### src/rtl/add64_operand_sequencer.sv
// Operand staging and result capture around an external 64-bit ripple adder.
// Optional accumulate mode (result feeds back as next A) enabled by ACCUMULATE_EN.
`timescale 1ns/1ps
module add64_operand_sequencer #(
    parameter int unsigned BEAT_W        = 16,
    parameter int unsigned SETTLE_CYCLES = 1
) (
    input  logic              clk,
    input  logic              rst_n,
    input  logic              in_valid,
    output logic              in_ready,
    input  logic [BEAT_W-1:0] in_data,
    input  logic              in_cin,
    output logic [63:0]       add_a,
    output logic [63:0]       add_b,
    output logic              add_cin,
    input  logic [63:0]       add_sum,
    input  logic              add_cout,
    input  logic              add_overflow,
    output logic              out_valid,
    input  logic              out_ready,
    output logic [63:0]       out_sum,
    output logic              out_cout,
    output logic              out_overflow,
`ifdef ACCUMULATE_EN
    input  logic              acc_clr,
`endif
    output logic              busy
);

    localparam int unsigned N_BEATS = 64 / BEAT_W;
    localparam int unsigned CNT_W   = (N_BEATS > 1) ? $clog2(N_BEATS) : 1;
    localparam int unsigned SET_W   = $clog2(SETTLE_CYCLES + 1);
    localparam logic [CNT_W-1:0] LAST_BEAT = CNT_W'(N_BEATS - 1);

    typedef enum logic [1:0] {
        LOAD_A,
        LOAD_B,
        SETTLE,
        OUT
    } state_t;

    state_t             state_q, state_d;
    logic [CNT_W-1:0]   beat_cnt_q, beat_cnt_d;
    logic [SET_W-1:0]   settle_cnt_q, settle_cnt_d;
    logic [63:0]        add_a_d, add_b_d, out_sum_d;
    logic               add_cin_d, out_cout_d, out_overflow_d, out_valid_d;
    logic               in_ready_d, busy_d;
    logic               beat_xfer;
`ifdef ACCUMULATE_EN
    logic               pend_clr_q, pend_clr_d;
    logic               acc_op_q, acc_op_d;
`endif

    assign beat_xfer = in_valid && in_ready;

    // Next-state and next-output decode.
    always_comb begin
        state_d        = state_q;
        beat_cnt_d     = beat_cnt_q;
        settle_cnt_d   = settle_cnt_q;
        add_a_d        = add_a;
        add_b_d        = add_b;
        add_cin_d      = add_cin;
        out_sum_d      = out_sum;
        out_cout_d     = out_cout;
        out_overflow_d = out_overflow;
        out_valid_d    = out_valid;
`ifdef ACCUMULATE_EN
        pend_clr_d     = pend_clr_q;
        acc_op_d       = acc_op_q;
`endif

        unique case (state_q)
            LOAD_A: begin
                if (beat_xfer) begin
                    for (int unsigned k = 0; k < N_BEATS; k++) begin
                        if (beat_cnt_q == CNT_W'(k)) begin
                            add_a_d[k*BEAT_W +: BEAT_W] = in_data;
                        end
                    end
                    if (beat_cnt_q == '0) begin
                        add_cin_d = in_cin;
`ifdef ACCUMULATE_EN
                        pend_clr_d = 1'b0;
                        acc_op_d   = 1'b0;
`endif
                    end
                    if (beat_cnt_q == LAST_BEAT) begin
                        beat_cnt_d = '0;
                        state_d    = LOAD_B;
                    end else begin
                        beat_cnt_d = beat_cnt_q + CNT_W'(1);
                    end
                end
            end

            LOAD_B: begin
                if (beat_xfer) begin
                    for (int unsigned k = 0; k < N_BEATS; k++) begin
                        if (beat_cnt_q == CNT_W'(k)) begin
                            add_b_d[k*BEAT_W +: BEAT_W] = in_data;
                        end
                    end
`ifdef ACCUMULATE_EN
                    // An accumulate operation never saw an A beat, so carry-in rides on B.
                    if (acc_op_q && (beat_cnt_q == '0)) begin
                        add_cin_d = in_cin;
                    end
`endif
                    if (beat_cnt_q == LAST_BEAT) begin
                        beat_cnt_d   = '0;
                        settle_cnt_d = SET_W'(SETTLE_CYCLES);
                        state_d      = SETTLE;
                    end else begin
                        beat_cnt_d = beat_cnt_q + CNT_W'(1);
                    end
                end
            end

            SETTLE: begin
                // Adder inputs stay frozen; capture once the ripple path has had its time.
                settle_cnt_d = settle_cnt_q - SET_W'(1);
                if (settle_cnt_q == SET_W'(1)) begin
                    settle_cnt_d   = '0;
                    out_sum_d      = add_sum;
                    out_cout_d     = add_cout;
                    out_overflow_d = add_overflow;
                    out_valid_d    = 1'b1;
                    state_d        = OUT;
                end
            end

            OUT: begin
                if (out_valid && out_ready) begin
                    out_valid_d = 1'b0;
                    state_d     = LOAD_A;
`ifdef ACCUMULATE_EN
                    if (!(pend_clr_q || acc_clr)) begin
                        state_d  = LOAD_B;
                        add_a_d  = out_sum;
                        acc_op_d = 1'b1;
                    end
`endif
                end
            end

            default: begin
                state_d = LOAD_A;
            end
        endcase

`ifdef ACCUMULATE_EN
        if (acc_clr) begin
            pend_clr_d = 1'b1;
        end
`endif

        in_ready_d = (state_d == LOAD_A) || (state_d == LOAD_B);
        busy_d     = !((state_d == LOAD_A) && (beat_cnt_d == '0));
    end

    // State and output registers.
    always_ff @(posedge clk or negedge rst_n) begin
        if (!rst_n) begin
            state_q      <= LOAD_A;
            beat_cnt_q   <= '0;
            settle_cnt_q <= '0;
            add_a        <= '0;
            add_b        <= '0;
            add_cin      <= 1'b0;
            out_sum      <= '0;
            out_cout     <= 1'b0;
            out_overflow <= 1'b0;
            out_valid    <= 1'b0;
            in_ready     <= 1'b1;
            busy         <= 1'b0;
`ifdef ACCUMULATE_EN
            pend_clr_q   <= 1'b1;
            acc_op_q     <= 1'b0;
`endif
        end else begin
            state_q      <= state_d;
            beat_cnt_q   <= beat_cnt_d;
            settle_cnt_q <= settle_cnt_d;
            add_a        <= add_a_d;
            add_b        <= add_b_d;
            add_cin      <= add_cin_d;
            out_sum      <= out_sum_d;
            out_cout     <= out_cout_d;
            out_overflow <= out_overflow_d;
            out_valid    <= out_valid_d;
            in_ready     <= in_ready_d;
            busy         <= busy_d;
`ifdef ACCUMULATE_EN
            pend_clr_q   <= pend_clr_d;
            acc_op_q     <= acc_op_d;
`endif
        end
    end

endmodule

### config.mk
export PLATFORM = sky130hd
export DESIGN_NAME = add64_operand_sequencer
export DESIGN_NICKNAME = d
export VERILOG_FILES = /design/src/rtl/add64_operand_sequencer.sv
export SDC_FILE = /design/constraint.sdc
export NUM_CORES = 1
export LEC_CHECK = 0
export CORE_MARGIN = 4
export CORE_UTILIZATION = 56
export DETAILED_ROUTE_END_ITERATION = 10
export DONT_BUFFER_PORTS = 1
export GPL_TIMING_DRIVEN = 0
export PLACE_DENSITY = 0.85
export SLEW_MARGIN = 20
export SYNTH_ARGS = -nofsm -noshare
export SYNTH_HDL_FRONTEND = slang
export SYNTH_SLANG_ARGS = --single-unit
### constraint.sdc
create_clock -name clk -period 1.73 [get_ports clk]
set_clock_uncertainty 0.15 [all_clocks]
set_input_delay 0.346 -clock clk [delete_from_list [all_inputs] [get_ports clk]]
set_output_delay 0.346 -clock clk [all_outputs]
set_load 0.01 [all_outputs]
==> results.md <==
- Status: finished, violations left
- Failing checks: negative hold slack, negative setup slack
- Post-route setup slack: -0.154 ns
- Core ar.: 13300 µm²
- Worst path required time: 1.93 ns
- Share of the synthesized area in the top cell type: 65.5%
- Fin Hold WS: -0.594 ns
- CP max FO: 8
- Drt total wl: 21700 µm
- Setup CP Type: reg -> reg
- Largest net degree at the start of global routing: 204
- First-pass GRT wire length: 31100 µm
- Gr usage total: 25.4%
- Area growth syn-to-layout: 32.4%
- Clock Tree Root: clkbuf_16
- Fmax: 531 MHz
- Via/cell ratio: 5.79
- First DRT Iteration DRCs: 259
- Multi-input combinational cell area: 2690 µm²
- Synth unique cells: 27
- Share of cells above drive strength 1: 48.1%
- Num CTS Buffers: 21
- Die H: 125 µm
- # hold bufs at CTS: 84
- Cell taking the most area after synthesis: dfrtp_1
- Clk_lat worst skew: 0.48 ns
- PwrDens: 1930 nW/µm²
- Final ANT Viol Nets: 0
- First-pass iteration count of the detailed router: 4
- Max-cap violations: 0
- Metal2 WL: 11700 µm
- Antenna violations before repair: 3
- Number of warnings issued by yosys: 0
- Setup WS pre-CTS: -0.297 ns
- Top Layer Used: met4
- Syn Nets: 549
- Final nets: 690
- FP Rows: 42
- GP Congestion: 0.803
- Top post-synthesis cells by area: dfrtp_1 65%, mux2_2 24%, mux2_1 4.4%
- Cell area after synthesis: 7720 µm²
- Lkg Pwr: 0.00462 µW
- CTS sink count: 203
- Worst setup EP type: flop
- Normalized max-slew margin: 71.6%
- Wire length on met1: 7690 µm
- Port Buffer Count: 0
- I/O Pins: 285
- Overall Power: 19700 µW
- WL met3: 1730 µm
- TritonCTS clock tree: done
- Hold Violations, Final: 203
- Die footprint: 15700 µm²
- Reg2reg setup slack: -0.15 ns
- WP data arrival: 2.08 ns
- Slowest stage cell on the critical path: dfstp_2
- Final period utilization: 109%
- Drt drc: 0
- CP peak stage delay: 0.58 ns
- Worst VDD drop: 1.39 mV
- Reg area: 5080 µm²
- Max H-tree Level: 1
- Detail Placement HPWL: 12600 µm
- Vias in the first global route: 5018
- Sequential area share after synthesis: 65.8%
- Critical Path Start Type: flop
- Maximum buffer depth of the clock tree: 3
- Crit-path cells: and4bb_1 > buf_6 > nand2_8 > buf_12 > mux2_4
- Die W: 125 µm
- Cells after synthesis: 458
- Min Tclk post-route: 1.88 ns
- RSZ-0062 raised after global routing: yes
- Slew @ Worst Pin: 0.425 ns
- Final setup violation count: 127
- Clock slew at reported path FFs: 0.06 ns
- Worst Hold Class: in -> async
- Final Max Tran Viols: 0
- Initial core utilization: 57.8%
- DR WL/cell: 27.4 µm
- Flop and latch count out of synthesis: 203
- Syn Area/Cell: 16.9 µm²
- Global route overflow: 0
- Vias after detailed routing: 4588
- Fill cells: 741
## layer usage
metal	vias up	track usage (%)
met1	2428	29.3
met4	0	8.42
li1	1920	-
met5	-	0
met2	196	45.8
met3	44	6.87
## critical path: cells and delay by family, from the launching register on
kind	cells	cell delay, ns
muxes	1	0.30
and+or+nand+nor	2	0.35
DFF	1	0.58
buffers and inverters	2	0.38
## registers in the layout, indices dropped and copies added, names as in the netlist
| signal | count |
|---|---|
| busy | 1 |
| out_overflow | 1 |
| settle_cnt_q | 1 |
| out_sum | 64 |
| add_cin | 1 |
| out_valid | 1 |
| add_a | 64 |
| state_q | 2 |
| beat_cnt_q | 2 |
| add_b | 64 |
| in_ready | 1 |
| out_cout | 1 |
## synth_stat cells (all sizes together)
| master | instances |
|---|---|
| dfstp | 1 |
| buf | 18 |
| a32oi | 1 |
| nor2b | 1 |
| dfrtp | 202 |
| and3b | 1 |
| nand2 | 9 |
| a21oi | 1 |
| mux2i | 1 |
| nor2 | 2 |
| nand4b | 1 |
| clkbuf | 1 |
| o2111ai | 1 |
| o21ai | 4 |
| and4bb | 1 |
| a21boi | 2 |
| ha | 4 |
| o21bai | 1 |
| nand3 | 7 |
| or2 | 1 |
| mux2 | 195 |
| inv | 3 |
## final cells by class
type / instances / area share [%]
antenna: 3 / 0.0734
buffer: 18 / 2.50
clock buffer: 32 / 6.03
clock inverter: 5 / 0.845
inverter: 3 / 0.110
multi-input combinational: 233 / 26.3
sequential: 203 / 49.7
tap: 176 / 2.15
timing repair buffer: 119 / 12.3
## worst paths after layout
path                       cells past startpoint        end  startpoint
setup / recovery                               5  add_a[39]    in_ready
hold / removal                                 0  add_a[35]       rst_n
setup reg to reg                               5  add_a[39]    in_ready
hold reg to reg                                1  add_b[26]   add_b[26]
max in group asynchronous                      0   in_ready       rst_n
min in group clk                               3       busy    in_valid
## per-stage QoR
stage               utilization (%)  std cells  area (µm²)  TNS [ns]  hold WS [ns]
finish                         76.6        792       10200    -11.52        -0.594
global route                   76.6        792       10200    -19.91        -0.616
CTS                            73.3        766        9780     -9.87        -0.607
detailed placement             59.6        634        7950    -23.12       -0.0965
global placement               59.6        634        7950    -17.39       -0.0957
floorplan                         -        458        7730   -0.0219       -0.0996
## layout by cell type, fill, tap and decap left out, drive strengths merged, types with 2 or more instances in the layout
master / synthesis / final
a21boi: 2 / 2
buf: 18 / 48
bufinv: 0 / 2
clkbuf: 1 / 37
clkinv: 0 / 3
dfrtp: 202 / 202
diode: 0 / 3
dlygate4sd3: 0 / 84
ha: 4 / 4
inv: 3 / 3
mux2: 195 / 195
nand2: 9 / 9
nand3: 7 / 7
nor2: 2 / 2
o21ai: 4 / 4
## report_power, final
part	internal [µW]	switching [µW]	total (µW)
registers	7150	3180	10300
logic	3050	1780	4830
clock network	2760	1800	4560
## cells by family after synthesis
kind of cell	share of synthesized area, %
compound gates	0.843
mux	28.6
buf+inv	1.78
simple gates	2.32
flops	65.8
fa+ha+maj	0.648
## repair_timing
| item | 4_1_cts | 5_1_grt |
|---|---|---|
| endpoints found under the hold margin | 403 | 203 |
| setup buffers | 10 | 19 |
| setup endpoints to repair | 157 | 164 |
| pin swaps | 0 | 3 |
| gates resized for setup | 39 | 49 |
| cloned | 2 | 4 |
Note: power is estimated with default switching activity, not from simulation.
